[config.mk]
export PLATFORM = sky130hd
export DESIGN_NAME = comm_msg_tx
export DESIGN_NICKNAME = d
export VERILOG_FILES = /design/src/rtl/comm_msg_tx.sv
export SDC_FILE = /design/constraint.sdc
export NUM_CORES = 1
export LEC_CHECK = 0
export ABC_AREA = 0
export BUFFER_PORTS_ARGS = -buffer_cell sky130_fd_sc_hd__buf_2
export CAP_MARGIN = 20
export CORE_MARGIN = 2
export CORE_UTILIZATION = 54
export DETAILED_ROUTE_END_ITERATION = 10
export PLACE_DENSITY = 0.78
export RECOVER_POWER = 25
export SYNTH_ARGS = -nofsm -noshare
export SYNTH_HDL_FRONTEND = slang
export SYNTH_SLANG_ARGS = --single-unit
[constraint.sdc]
create_clock -name comm_clk -period 2.7 [get_ports comm_clk]
set_clock_uncertainty 0.1 [all_clocks]
set_input_delay 0.405 -clock comm_clk [delete_from_list [all_inputs] [get_ports comm_clk]]
set_output_delay 0.405 -clock comm_clk [all_outputs]
set_load 0.01 [all_outputs]
[src/rtl/comm_msg_tx.sv]
// Transmit-side framer for the host UART link: builds PONG/INFO/INVALID/ACK/NONCE
// frames (length, reserved, type, payload, CRC-32) and streams them over valid/ready.
module comm_msg_tx #(
  parameter logic [31:0] INFO_WORD0 = 32'hDEADBEEF,
  parameter logic [31:0] INFO_WORD1 = 32'h13370D13,
  parameter bit          CRC_EN     = 1'b1
) (
  input  logic        comm_clk,
  input  logic        reset,
  input  logic        req_valid,
  input  logic [1:0]  req_kind,
  output logic        req_ready,
  input  logic        nonce_valid,
  input  logic [31:0] nonce_in,
  output logic        nonce_overflow,
  output logic [7:0]  tx_data,
  output logic        tx_valid,
  input  logic        tx_ready,
  output logic        busy
);

  typedef enum logic [2:0] {S_IDLE, S_HDR, S_PAYLOAD, S_CRC, S_PONG} state_t;
  typedef enum logic [1:0] {F_INFO, F_INVALID, F_ACK, F_NONCE} frame_t;

  state_t      state, state_nx;
  frame_t      kind, kind_nx;
  logic [2:0]  cnt, cnt_nx;
  logic [31:0] crc, crc_nx, crc_cur;
  logic [7:0]  data_nx;
  logic        vld_nx;
  logic        pend, start_nonce, xfer;
  logic [31:0] pend_nonce, frame_nonce;

  function automatic logic [31:0] crc_upd(input logic [31:0] c, input logic [7:0] d);
    logic [31:0] r;
    r = c ^ {24'h0, d};
    for (int i = 0; i < 8; i++) r = r[0] ? ((r >> 1) ^ 32'hEDB88320) : (r >> 1);
    return r;
  endfunction

  function automatic frame_t to_frame(input logic [1:0] k);
    case (k)
      2'd1:    return F_INFO;
      2'd2:    return F_INVALID;
      default: return F_ACK;
    endcase
  endfunction

  function automatic logic [7:0] hdr_byte(input frame_t k, input logic [1:0] i);
    logic [7:0] b;
    b = 8'h00;
    if (i == 2'd0) begin
      case (k)
        F_INFO:  b = 8'd16;
        F_NONCE: b = 8'd12;
        default: b = 8'd8;
      endcase
    end else if (i == 2'd3) begin
      case (k)
        F_INFO:    b = 8'h00;
        F_INVALID: b = 8'h01;
        F_ACK:     b = 8'h04;
        default:   b = 8'h03;
      endcase
    end
    return b;
  endfunction

  // Payload bytes go out MSB first; a nonce occupies the upper half of the word.
  function automatic logic [7:0] pay_byte(input frame_t k, input logic [2:0] i, input logic [31:0] n);
    logic [63:0] w;
    logic [7:0]  b;
    w = (k == F_INFO) ? {INFO_WORD0, INFO_WORD1} : {n, 32'h0};
    case (i)
      3'd0:    b = w[63:56];
      3'd1:    b = w[55:48];
      3'd2:    b = w[47:40];
      3'd3:    b = w[39:32];
      3'd4:    b = w[31:24];
      3'd5:    b = w[23:16];
      3'd6:    b = w[15:8];
      default: b = w[7:0];
    endcase
    return b;
  endfunction

  function automatic logic [7:0] crc_byte(input logic [31:0] c, input logic [1:0] i);
    logic [7:0] b;
    case (i)
      2'd0:    b = c[7:0];
      2'd1:    b = c[15:8];
      2'd2:    b = c[23:16];
      default: b = c[31:24];
    endcase
    return CRC_EN ? ~b : 8'h00;
  endfunction

  assign xfer      = tx_valid && tx_ready;
  assign busy      = (state != S_IDLE);
  assign req_ready = (state == S_IDLE) && !pend && !reset;
  // The byte currently on tx_data is folded in here so the first CRC byte sees it.
  assign crc_cur   = (state == S_HDR || state == S_PAYLOAD) ? crc_upd(crc, tx_data) : crc;

  always_comb begin
    state_nx    = state;
    kind_nx     = kind;
    cnt_nx      = cnt;
    crc_nx      = crc;
    data_nx     = tx_data;
    vld_nx      = tx_valid;
    start_nonce = 1'b0;
    case (state)
      S_IDLE: begin
        if (pend) begin
          start_nonce = 1'b1;
          state_nx    = S_HDR;
          kind_nx     = F_NONCE;
          cnt_nx      = 3'd0;
          crc_nx      = 32'hFFFFFFFF;
          data_nx     = hdr_byte(F_NONCE, 2'd0);
          vld_nx      = 1'b1;
        end else if (req_valid) begin
          kind_nx  = to_frame(req_kind);
          cnt_nx   = 3'd0;
          crc_nx   = 32'hFFFFFFFF;
          vld_nx   = 1'b1;
          state_nx = (req_kind == 2'd0) ? S_PONG : S_HDR;
          data_nx  = (req_kind == 2'd0) ? 8'h01 : hdr_byte(to_frame(req_kind), 2'd0);
        end
      end
      S_HDR: begin
        if (xfer) begin
          crc_nx = crc_cur;
          if (cnt[1:0] != 2'd3) begin
            cnt_nx  = cnt + 3'd1;
            data_nx = hdr_byte(kind, cnt[1:0] + 2'd1);
          end else if (kind == F_INFO || kind == F_NONCE) begin
            state_nx = S_PAYLOAD;
            cnt_nx   = 3'd0;
            data_nx  = pay_byte(kind, 3'd0, frame_nonce);
          end else begin
            state_nx = S_CRC;
            cnt_nx   = 3'd0;
            data_nx  = crc_byte(crc_cur, 2'd0);
          end
        end
      end
      S_PAYLOAD: begin
        if (xfer) begin
          crc_nx = crc_cur;
          if (cnt != ((kind == F_INFO) ? 3'd7 : 3'd3)) begin
            cnt_nx  = cnt + 3'd1;
            data_nx = pay_byte(kind, cnt + 3'd1, frame_nonce);
          end else begin
            state_nx = S_CRC;
            cnt_nx   = 3'd0;
            data_nx  = crc_byte(crc_cur, 2'd0);
          end
        end
      end
      S_CRC: begin
        if (xfer) begin
          if (cnt[1:0] != 2'd3) begin
            cnt_nx  = cnt + 3'd1;
            data_nx = crc_byte(crc, cnt[1:0] + 2'd1);
          end else begin
            state_nx = S_IDLE;
            cnt_nx   = 3'd0;
            vld_nx   = 1'b0;
          end
        end
      end
      S_PONG: begin
        if (xfer) begin
          state_nx = S_IDLE;
          vld_nx   = 1'b0;
        end
      end
      default: begin
        state_nx = S_IDLE;
        vld_nx   = 1'b0;
      end
    endcase
  end

  always_ff @(posedge comm_clk) begin
    if (reset) begin
      state          <= S_IDLE;
      kind           <= F_ACK;
      cnt            <= 3'd0;
      crc            <= 32'hFFFFFFFF;
      tx_data        <= 8'h00;
      tx_valid       <= 1'b0;
      pend           <= 1'b0;
      nonce_overflow <= 1'b0;
    end else begin
      state    <= state_nx;
      kind     <= kind_nx;
      cnt      <= cnt_nx;
      crc      <= crc_nx;
      tx_data  <= data_nx;
      tx_valid <= vld_nx;
      // A nonce landing in the same cycle its predecessor's frame starts is not an overflow.
      if (nonce_valid) begin
        pend <= 1'b1;
        if (pend && !start_nonce) nonce_overflow <= 1'b1;
      end else if (start_nonce) begin
        pend <= 1'b0;
      end
    end
  end

  always_ff @(posedge comm_clk) begin
    if (nonce_valid) pend_nonce <= nonce_in;
    if (start_nonce) frame_nonce <= pend_nonce;
  end

endmodule

==> out/metrics.csv <==
stage;metric;value;unit
run_status;outcome;completed;
timing;FMAX;387.5;MHz
timing;final hold slack;140.5;ps
setup_path;Crit. End Element;register;
timing;Least-Margin Pin Slew;718.5;ps
clock_tree;H-tree depth;4;
setup_path;CP Class;register to register;
run;max-cap violations;0;
setup_path;crit path to;tx_data[0];
setup_path;Worst EP required;3020;ps
placed_design;GP Congestion;0.9802;
setup_path;Worst Setup SP;cnt[0];
power_and_ir_drop;LEAKAGE;2.840;nW
grt;vias in the first global route;4793;
logic_synthesis;syn nets;622;
grt;grt ovf;0;
die;Core ar.;10840;µm²
final_layout;most common cell after layout, fill and taps aside;edfxtp_1;
final_layout;commonest non-fill, non-tap cells in the layout;edfxtp_1 (64), dfxtp_1 (49), buf_2 (49), nand2_1 (48), nor2_1 (38);
timing;max_slew headroom;52.10;%
routing;DR pass1 iterations;5;
die;# IOs;51;
power_and_ir_drop;Peak VDD IR;1.002;mV
logic_synthesis;ys async rst share;0;%
die;die area;12020;µm²
logic_synthesis;EDFF count, synth;64;
clock_tree;Root Buffer;clkbuf_8;
grt;first-pass GRT wire length;24860;µm
logic_synthesis;ys flop type;edfxtp_1;
placed_design;dpl cells;744;
routing;Iter 0 DRT Violations;389;
grt;initial antenna violation count;0;
clock_tree;TritonCTS buffer count;17;
timing;Max Slew Vio Count;0;
clock_tree;Clock Sink Count;115;
final_layout;Synth-to-Final Area Change;23.28;%
setup_path;Worst R2R End;tx_data[0];
setup_path;Crit Reg-Reg Startpoint;cnt[0];
final_layout;fraction of layout cells with a size suffix above 1;19.58;%
clock_tree;Skew-Pair Late Insertion Delay;530;ps
logic_synthesis;count of cell types in the netlist;60;
routing;Routed Antenna Nets;0;
routing;routed wire length;15630;µm
die;Initial Utilization;55.57;%
setup_path;R2R depth;10;
routing;DRC;0;
timing;Final min period;2580;ps
logic_synthesis;ranking of synthesized cells by area;edfxtp_1 (32%), dfxtp_1 (17%), xnor2_1 (4.8%), ha_1 (3.3%), nand2_1 (3.0%);
final_layout;nets;711;
logic_synthesis;post-synthesis sequential area ratio;48.85;%
die;FP Rows;38;
final_layout;antenna diode count;0;
setup_path;startpoint types;register;
die;Die W;109.6;µm
logic_synthesis;Post-Synthesis Cells;567;
routing;Vias/cell;5.948;
grt;largest net degree at the start of global routing;35;
logic_synthesis;Yosys reg bits;115;
timing;# setup viols final;0;
clock_tree;CTS Buffer Depth;2;
placed_design;DP HPWL;10210;µm
logic_synthesis;Yosys top cell area share;31.90;%
setup_path;crit path DAT;2900;ps
power_and_ir_drop;total power;9.388;mW
final_layout;fin cells;809;
logic_synthesis;Synth Cell Area;6025;µm²
clock_tree;CTS tree;yes;
grt;GRT Overall Usage;28.05;%
worst_hold_path;worst hold path class;input pin to register;
logic_synthesis;syn avg cell area;10.63;µm²
timing;Fin. Hold Viols;0;
placed_design;IO buf count;50;
die;Die Ht;109.6;µm
routing;WL/cell;19.32;µm
logic_synthesis;post-synth top area cell;edfxtp_1;
setup_path;FF-to-FF setup slack;120;ps
routing;vias post-DR;4812;
setup_path;crit path max fanout;6;
timing;Tcrit/Tclk final;95.57;%
power_and_ir_drop;pwr/cell area;1264;nW/µm²
logic_synthesis;Yosys warnings;0;
clock_tree;Worst-path clk slew;60;ps
metal layers:
metal	global-route usage, %	share of wire [%]	vias to the layer above	wire, µm
met5	0	0	-	0
met4	13.20	3.6	0	565
met3	7.291	7.5	51	1166
met2	48.02	50	244	7747
met1	32.82	39	2260	6150
li1	-	-	2257	-
cell usage after synthesis, types with 3 or more instances:
| cell type | number |
|---|---|
| nand2b_1 | 7 |
| or2_1 | 5 |
| edfxtp_1 | 64 |
| nand4_1 | 3 |
| clkbuf_1 | 25 |
| o22ai_1 | 12 |
| a22oi_1 | 10 |
| dfxtp_1 | 51 |
| xor2_1 | 14 |
| ha_1 | 16 |
| and2_1 | 4 |
| nor2b_1 | 4 |
| o211ai_1 | 4 |
| xnor2_1 | 33 |
| nand3_1 | 11 |
| a31oi_1 | 8 |
| o21ai_1 | 4 |
| inv_1 | 20 |
| a221oi_1 | 4 |
| mux2i_1 | 10 |
| a21oi_1 | 26 |
| nand4b_1 | 3 |
| a211oi_1 | 8 |
| nand2_1 | 48 |
| buf_2 | 5 |
| xnor2_2 | 10 |
| xnor2_4 | 6 |
| nor2_1 | 38 |
| a222oi_1 | 9 |
| and3_1 | 6 |
| nor3_1 | 23 |
| a21o_1 | 3 |
| o21ai_0 | 35 |
sequential cells by signal, summed over array words and instances, names as in the netlist:
register        count
cnt                 3
crc                32
frame_nonce        32
kind                2
nonce_overflow      1
pend                1
pend_nonce         32
state               3
tx_data             8
tx_valid            1
repair_timing:
item                                   in CTS  in global routing
buffers inserted                            0                  1
endpoints found under the hold margin      32                  0
hold buffers                               32                  0
gates resized for setup                     0                  6
setup endpoints to repair                   0                  5
through the flow:
| stage | utilization (%) | worst slack (ps) | setup TNS, ps | cell area (µm²) |
|---|---|---|---|---|
| final | 68.51 | 119.7 | 0 | 7427 |
| after global routing | 68.51 | -5.825 | -5.825 | 7427 |
| after detailed placement | 59.81 | 173.0 | 0 | 6484 |
| after global placement | 59.81 | 264.0 | 0 | 6484 |
| after CTS | 68.29 | 26.80 | 0 | 7403 |
| after floorplan | - | 79.71 | 0 | 6030 |
worst min path at each step:
stage / from / endpoint / slack, ps / depth (start not counted)
floorplan: pend_nonce[0] / frame_nonce[0] / 300 / 0
global placement: pend_nonce[10] / frame_nonce[10] / 300 / 0
detailed placement: pend_nonce[12] / frame_nonce[12] / 300 / 0
CTS: reset / pend / 100 / 2
global route: reset / pend / 130 / 2
finish: reset / pend / 140 / 2
area by class of cell:
class                           instances  area, µm²
Fill cell                             806       3413
Sequential cell                       115       2945
Multi-Input combinational cell        401       2908
Timing Repair Buffer                  101      724.4
Clock buffer                           17      414.1
Clock inverter                         15      185.2
Tap cell                              140      175.2
Inverter                               20      75.07
report_power, final:
part           internal (mW)  leakage (nW)  switching [mW]  total, mW
Combinational           2.01          1.52            2.60       4.60
Clock                   1.36         0.294           0.906       2.26
Sequential              2.20          1.03           0.325       2.52
Total                   5.56          2.84            3.83       9.39
kinds of logic after synthesis:
group,Yosys count,synth area share (%)
AOI/OAI and AO/OA,141,15.47
xor gates and xnor gates,68,14.02
adders and majority gates,16,3.323
buffers and inverters,51,3.281
DFF,115,48.85
muxes,11,1.848
and+or+nand+nor,165,13.21
worst max-delay path: stages (launching register included):
cell and delay [ps]:
dfxtp_2 380, ha_1 180, inv_1 90, ha_1 350, or3b_4 420, a211oi_4 290
buf_4 150, nand2_1 70, o21ai_0 100, o211ai_1 110, a32o_1 220
No activity file was read; power rests on OpenSTA's default activity.
